$ cat config.mk
export PLATFORM = sky130hd
export DESIGN_NAME = add_imm
export DESIGN_NICKNAME = d
export VERILOG_FILES = /design/src/rtl/add_imm.sv
export SDC_FILE = /design/constraint.sdc
export NUM_CORES = 1
export LEC_CHECK = 0
export BUFFER_PORTS_ARGS = -buffer_cell sky130_fd_sc_hd__buf_2
export CORE_MARGIN = 10
export CORE_UTILIZATION = 40
export DETAILED_ROUTE_END_ITERATION = 10
export PLACE_DENSITY = 0.7
export SLEW_MARGIN = 10
export SYNTH_ARGS = -nofsm -noshare
export SYNTH_HDL_FRONTEND = slang
export SYNTH_SLANG_ARGS = --single-unit
export TNS_END_PERCENT = 50
$ cat constraint.sdc
create_clock -name i_Clk -period 1.65 [get_ports i_Clk]
set_input_delay 0 -clock i_Clk [delete_from_list [all_inputs] [get_ports i_Clk]]
set_output_delay 0 -clock i_Clk [all_outputs]
set_load 0.02 [all_outputs]
$ cat src/rtl/add_imm.sv
`default_nettype none
// ============================================================================
//  Module      : add_imm
//  Description : Registered address adder. It produces a branch or jump
//                target as base address plus an immediate that has been
//                shifted left by IMM_SHIFT bits. Arithmetic wraps modulo
//                2^WIDTH, and there is no carry-out.
//
//  Parameters  : WIDTH     - width of the address and immediate vectors
//                IMM_SHIFT - left shift applied to the immediate (0..3)
//
//  Ports       : i_Clk        - clock; state changes on the rising edge
//                i_Rst        - asynchronous active-high reset; clears output
//                i_Enb        - 1 captures a new sum, 0 holds the output
//                iv_Dir       - base address (current PC)
//                iv_imm       - immediate offset, two's complement
//                ov_Dir_shift - registered target address
//
//  Revision    : 1.0 - initial release
// ============================================================================
module add_imm #(
    parameter int WIDTH     = 32,
    parameter int IMM_SHIFT = 1
) (
    input  logic             i_Clk,
    input  logic             i_Rst,
    input  logic             i_Enb,
    input  logic [WIDTH-1:0] iv_Dir,
    input  logic [WIDTH-1:0] iv_imm,
    output logic [WIDTH-1:0] ov_Dir_shift
);

    localparam logic [WIDTH-1:0] c_RST_VAL = '0;

    logic [WIDTH-1:0] w_imm_shifted;
    logic [WIDTH-1:0] w_sum;
    logic [WIDTH-1:0] r_dir_shift;

    // The shift is logical and is truncated to WIDTH bits, so offset MSBs are
    // discarded. Two's-complement addition makes signed and unsigned offsets
    // produce the same bits, and negative immediates act as backward offsets.
    assign w_imm_shifted = iv_imm << IMM_SHIFT;
    assign w_sum         = iv_Dir + w_imm_shifted;

    // This is the only state element. Reset takes priority over enable.
    // Because the output always comes from this register, it is safe to feed
    // it back into either adder input.
    always_ff @(posedge i_Clk or posedge i_Rst) begin
        if (i_Rst) begin
            r_dir_shift <= c_RST_VAL;
        end else if (i_Enb) begin
            r_dir_shift <= w_sum;
        end
    end

    assign ov_Dir_shift = r_dir_shift;

endmodule
`default_nettype wire

==> results_dict.tcl, run 1 <==
set metrics [dict create \
    synth_top_family_by_area "compound AO/OA/AOI/OAI gates" \
    seq_area_frac_synth_pct 28.3 \
    met1_usage_pct 18.9 \
    dr.pass1.iters 4 \
    p_leak_nw 2.21 \
    io_buffers 97 \
    rows 30 \
    ys_seq_elements 32 \
    postRouteAntennaNets 0 \
    grt_pass1_vias 3213 \
    synthTopCellsByCount "a21oi_1 (37), dfrtp_1 (32), ha_1 (30)" \
    yosys.area.top_type_share_pct 28.3 \
    finalNetCount 595 \
    rsz0062_at_grt "yes" \
    yosysTopAreaCell "dfrtp_1" \
    diodes 0 \
    place_congestion 0.883 \
    yosysMostFrequentCell "a21oi_1" \
    cts_buffer_depth 2 \
    h-tree-depth 2 \
    worst-path-buf-inv 2 \
    cts_made_buffers 5 \
    crit_family "compound AO/OA/AOI/OAI gates" \
    grt_pass1_wl_um 15300 \
    max_slew.worst_pin.slew_ps 492 \
    syn_inst 304 \
    overflow 0 \
    ys_warn_count 0 \
    syn_nets 402 \
    root_buffer "clkbuf_8" \
    vias 3096 \
    drv_slew 0 \
    fin_ws_ps -242 \
    avgSynthCellArea_sq_um 9.32 \
    viasPerCell 5.21 \
    synth.area.top_cells "dfrtp_1 (28%), ha_1 (13%), mux2_2 (9.1%)" \
    finalHoldViolCount 0 \
    synth_edf_count 0 \
    grt_max_degree 33 \
    muxShareOfSynthArea_pct 9.85 \
    synth_compound_area_share_pct 24.5 \
    wl_per_cell_um 16.7 \
    required_ps 1830 \
    cts_tree "done" \
    violations "setup timing" \
    cpMaxStageDelayCell "fa_2" \
    total_power_mw 3.85 \
    path_depth 11 \
    ir_drop_uv 542 \
    min_path_type "input pin to flip-flop" \
    met3_usage_pct 3.47 \
    start_kind "input pin" \
    async_reset_ff_share_pct 100 \
    cpPeakStageDelay_ps 370 \
    period_needed_ps 1890 \
    drive_gt1_share_pct 55.6 \
    final.period_utilization_pct 115 \
    setup_viol 13 \
    max_freq_ghz 0.528 \
    tns_ps -1850 \
    insertion_delay_ps 290 \
    core_sq_mm 0.00683 \
    finClkSkew_ps 0 \
    finalWirelength_um 9890 \
    path_clk_slew_ps 70 \
    busiest_layer "met2" \
    die_h_um 104 \
    worstSetupPathType "input pin to flip-flop" \
    drt-initial-drc-count 76 \
    syn_area_sq_mm 0.00283 \
    antenna_found_initial 0 \
    cp_max_fo 3 \
    use_met2_pct 30.4 \
    post-route-drc-count 0 \
    reg2regPathDepth 3 \
    synth_adder_area_share_pct 14.0 \
    cp.arrival_ps 2070 \
    endpoint_kind "flip-flop" \
    crit_chain "buf_6, ha_4, fa_2, a211oi_4, nor4_4, o31ai_4, buf_4, o21ai_2, a21oi_2, xnor2_1, mux2_2" \
    clock-sinks 32 \
    largest_register_ffs 32 \
    dp_hpwl_um 7300 \
    holdPathStages 3 \
    die_area_sq_mm 0.0109 \
    status "complete, but fails checks" \
    start_util_pct 41.5 \
    area_growth_pct 66.0 \
    power_density_mw_per_mm2 819 \
    synth_ff_type "dfrtp_1" \
    synth_xor_xnor_area_share_pct 8.96 \
    maxSlewHeadroom_pct 67.2 \
    synth_cell_types 52 \
    max_cap_viol_count 0 \
    fp.dieW_um 104 \
    grtUsageTotal_pct 16.7 \
    synth_simple_gate_area_share_pct 12.6 \
    io_pins 99 \
    regToRegSetupSlack_ps 820 \
]
-- worst reg2reg max path, delay by kind of cell (launching register included) --
| family | cells | cell delay [ps] |
|---|---|---|
| and+or+nand+nor | 1 | 140 |
| muxes | 1 | 90 |
| AOI/OAI and AO/OA | 1 | 120 |
| DFF | 1 | 370 |
-- power breakdown --
| group | total (mW) | internal (mW) | switching, mW |
|---|---|---|---|
| Clock | 0.788 | 0.447 | 0.341 |
| Combinational | 1.99 | 0.965 | 1.03 |
| Sequential | 1.07 | 0.973 | 0.100 |
-- per-stage QoR --
step / instances / utilization [%] / worst slack (ps) / cell area [sq um] / hold slack, ps
CTS: 587 / 65.4 / -137 / 4470 / 46.2
finish: 594 / 68.8 / -242 / 4700 / 49.5
global placement: 570 / 59.5 / -456 / 4070 / 124
detailed placement: 570 / 59.5 / -532 / 4070 / 134
global route: 594 / 68.8 / -294 / 4700 / 47.4
floorplan: 304 / - / -260 / 2880 / 116
-- logic make-up (layout without fill, tap and decap cells) --
kind of cell    Yosys count  in the layout
mux                      25             25
xor+xnor                 29             29
flops                    32             32
buf+inv                  14            208
simple gates             72             72
compound gates          101            101
fa+ha+maj                31             31
-- layer usage --
metal / vias up / routed length (um)
li1: 1516 / -
met5: - / 0
met1: 1496 / 4110
met3: 13 / 378
met4: 0 / 163
met2: 71 / 5240
-- worst paths after layout --
kind / startpoint / to
hold reg to reg: ov_Dir_shift[30] / ov_Dir_shift[30]
setup reg to reg: ov_Dir_shift[31] / ov_Dir_shift[31]
hold / removal: iv_imm[0] / ov_Dir_shift[1]
setup / recovery: iv_Dir[1] / ov_Dir_shift[21]
min in group asynchronous: i_Rst / ov_Dir_shift[0]
max in group asynchronous: i_Rst / ov_Dir_shift[12]
-- cell type report --
class / instances / area, sq um
inverters: 7 / 26.3
clock inverters: 3 / 42.5
flip-flops and latches: 32 / 801
multi-input cells: 258 / 2380
repair buffers: 193 / 1260
well taps: 96 / 120
clock buffers: 5 / 68.8
fillers: 530 / 2130
-- what timing repair did --
action,in CTS,in global routing
pin swaps,17,17
setup buffers,7,7
endpoints found under the setup margin,17,21
hold endpoints to repair,33,0
gates resized for setup,32,32
hold buffers,2,0
-- layout by cell type (no fill, tap or decap), drive strengths merged, types with 3 or more instances in the layout --
cell,count
nand4,3
o21bai,5
o21ai,18
nand2,22
nor3,5
a211oi,4
clkbuf,5
inv,6
nor2b,3
a41oi,3
xor2,11
a21o,13
xnor2,18
dfrtp,32
and2,3
a221oi,4
a21oi,37
buf,191
a31oi,3
nand3,4
ha,30
nor2,20
and3,5
o211ai,3
mux2,23
Power figures use the tool's default switching activity.
==> run 2: changes to the inputs <==
PLACE_DENSITY = 0.68   (was 0.7)
==> results_dict.tcl, run 2 (synthesized netlist as in run 1, its figures left out) <==
set metrics [dict create \
    setup_viol 12 \
    power_density_mw_per_mm2 828 \
    rows 30 \
    post-route-drc-count 0 \
    finalNetCount 583 \
    max_freq_ghz 0.553 \
    post_dp_cell_area_sq_mm 0.00405 \
    reg2regPathDepth 3 \
    cp_max_fo 4 \
    drt-initial-drc-count 87 \
    fin_ws_ps -158 \
    finalWirelength_um 9460 \
    place_congestion 0.852 \
    h-tree-depth 2 \
    layout_common_cells "buf_2 (93), buf_4 (81), dfrtp_1 (32)" \
    area_growth_pct 60.4 \
    wl_per_cell_um 16.2 \
    whs_ps 61.9 \
    drv_slew 0 \
    violations "setup timing" \
    min_path_type "input pin to flip-flop" \
    n_fill_cell 555 \
    cts_tree "done" \
    die_h_um 104 \
    grt_max_degree 33 \
    final_common_cell "buf_2" \
    io_pins 99 \
    vias 3026 \
    worstSetupPathType "input pin to flip-flop" \
    ff_latch_area_sq_um 801 \
    multiInputGateArea_sq_mm 0.00233 \
    ir_drop_uv 482 \
    maxSlewHeadroom_pct 70.3 \
    overflow 0 \
    postRouteAntennaNets 0 \
    finClkSkew_ps 0 \
    largest_register_ffs 32 \
    antenna_found_initial 0 \
    viasPerCell 5.20 \
    insertion_delay_ps 290 \
    utilization_pct 66.5 \
    tns_ps -1140 \
    endpoint_kind "flip-flop" \
    p_leak_nw 2.13 \
    regToRegSetupSlack_ps 810 \
    clock-sinks 32 \
    pre_cts_slack_ps -504 \
    root_buffer "clkbuf_8" \
    start_util_pct 41.5 \
    finalHoldViolCount 0 \
    final.period_utilization_pct 110 \
    max_slew.worst_pin.slew_ps 445 \
    dr.pass1.iters 4 \
    die_area_sq_mm 0.0109 \
    start_kind "input pin" \
    grtUsageTotal_pct 16.2 \
    period_needed_ps 1810 \
    cts_made_buffers 5 \
    cts_buffer_depth 2 \
    path_clk_slew_ps 70 \
    max_cap_viol_count 0 \
    grt_pass1_vias 3216 \
    diodes 0 \
    core_sq_mm 0.00683 \
    dp_hpwl_um 7190 \
    required_ps 1830 \
    stdcell_area_sq_mm 0.00454 \
    cp.arrival_ps 1990 \
    rsz0062_at_grt "yes" \
    grt_pass1_wl_um 14900 \
    holdPathStages 3 \
    status "complete, but fails checks" \
    fp.dieW_um 104 \
    drive_gt1_share_pct 54.1 \
    io_buffers 97 \
]
==> run 2: cell types whose count changed in the layout (fill, tap and decap cells not counted), moves of 2 or more <==
cell	change
a21oi_1	-2
mux2_4	-2
a31oi_2	-2
buf_4	-10
nand2_2	+2
buf_6	-3
a21oi_2	+3
mux2_2	+2
==> run 2: what timing repair did <==
action                                  4_1_cts  5_1_grt
endpoints found under the setup margin       16       20
pin swaps                                    13       10
resized for setup                            30       24
hold buffers                                  2        0
buffers inserted                              1        3
hold endpoints to repair                     33        0
cloned                                        0        0
==> run 2: area by class of cell <==
cell class	instances	area share [%]
clock buffer	5	1.51
sequential	32	17.6
multi-input combinational	258	51.2
timing repair buffer	181	25.5
tap	96	2.64
inverter	7	0.578
clock inverter	3	0.936
==> run 2: per-stage QoR <==
step	total power [mW]	cells
after CTS	3.71	579
after global routing	4.00	582
after global placement	2.79	568
after floorplan	2.10	304
after detailed placement	2.82	568
final	3.76	582
==> run 2: power by group <==
group          total, mW  internal (mW)  switching [mW]  leakage [nW]
Sequential          1.07          0.973          0.0987         0.373
Combinational       1.92          0.922            1.00          1.70
Clock              0.771          0.447           0.324        0.0541
==> run 2: worst paths after layout <==
path                                       start                to
max in group asynchronous                  i_Rst  ov_Dir_shift[18]
worst min-delay path                   iv_Dir[1]   ov_Dir_shift[1]
worst min register to register  ov_Dir_shift[30]  ov_Dir_shift[30]
min in group asynchronous                  i_Rst  ov_Dir_shift[30]
worst max-delay path                   iv_imm[0]  ov_Dir_shift[21]
worst max register to register  ov_Dir_shift[31]  ov_Dir_shift[31]
==> run 2: worst max-delay path, cell delays in order <==
cell and delay [ps]:
buf_6 100, ha_4 150, fa_2 380, a211oi_4 280
nor4_4 70, o31ai_4 290, o21ai_1 160, a21oi_1 180
xnor2_1 100, mux2_2 260
==> run 2: metal layers <==
layer,wire (um),GRT usage (%),vias to the layer above
li1,-,-,1488
met1,3860,17.9,1437
met2,4980,29.7,84
met3,424,3.66,17
met4,187,5.47,0
met5,0,0,-
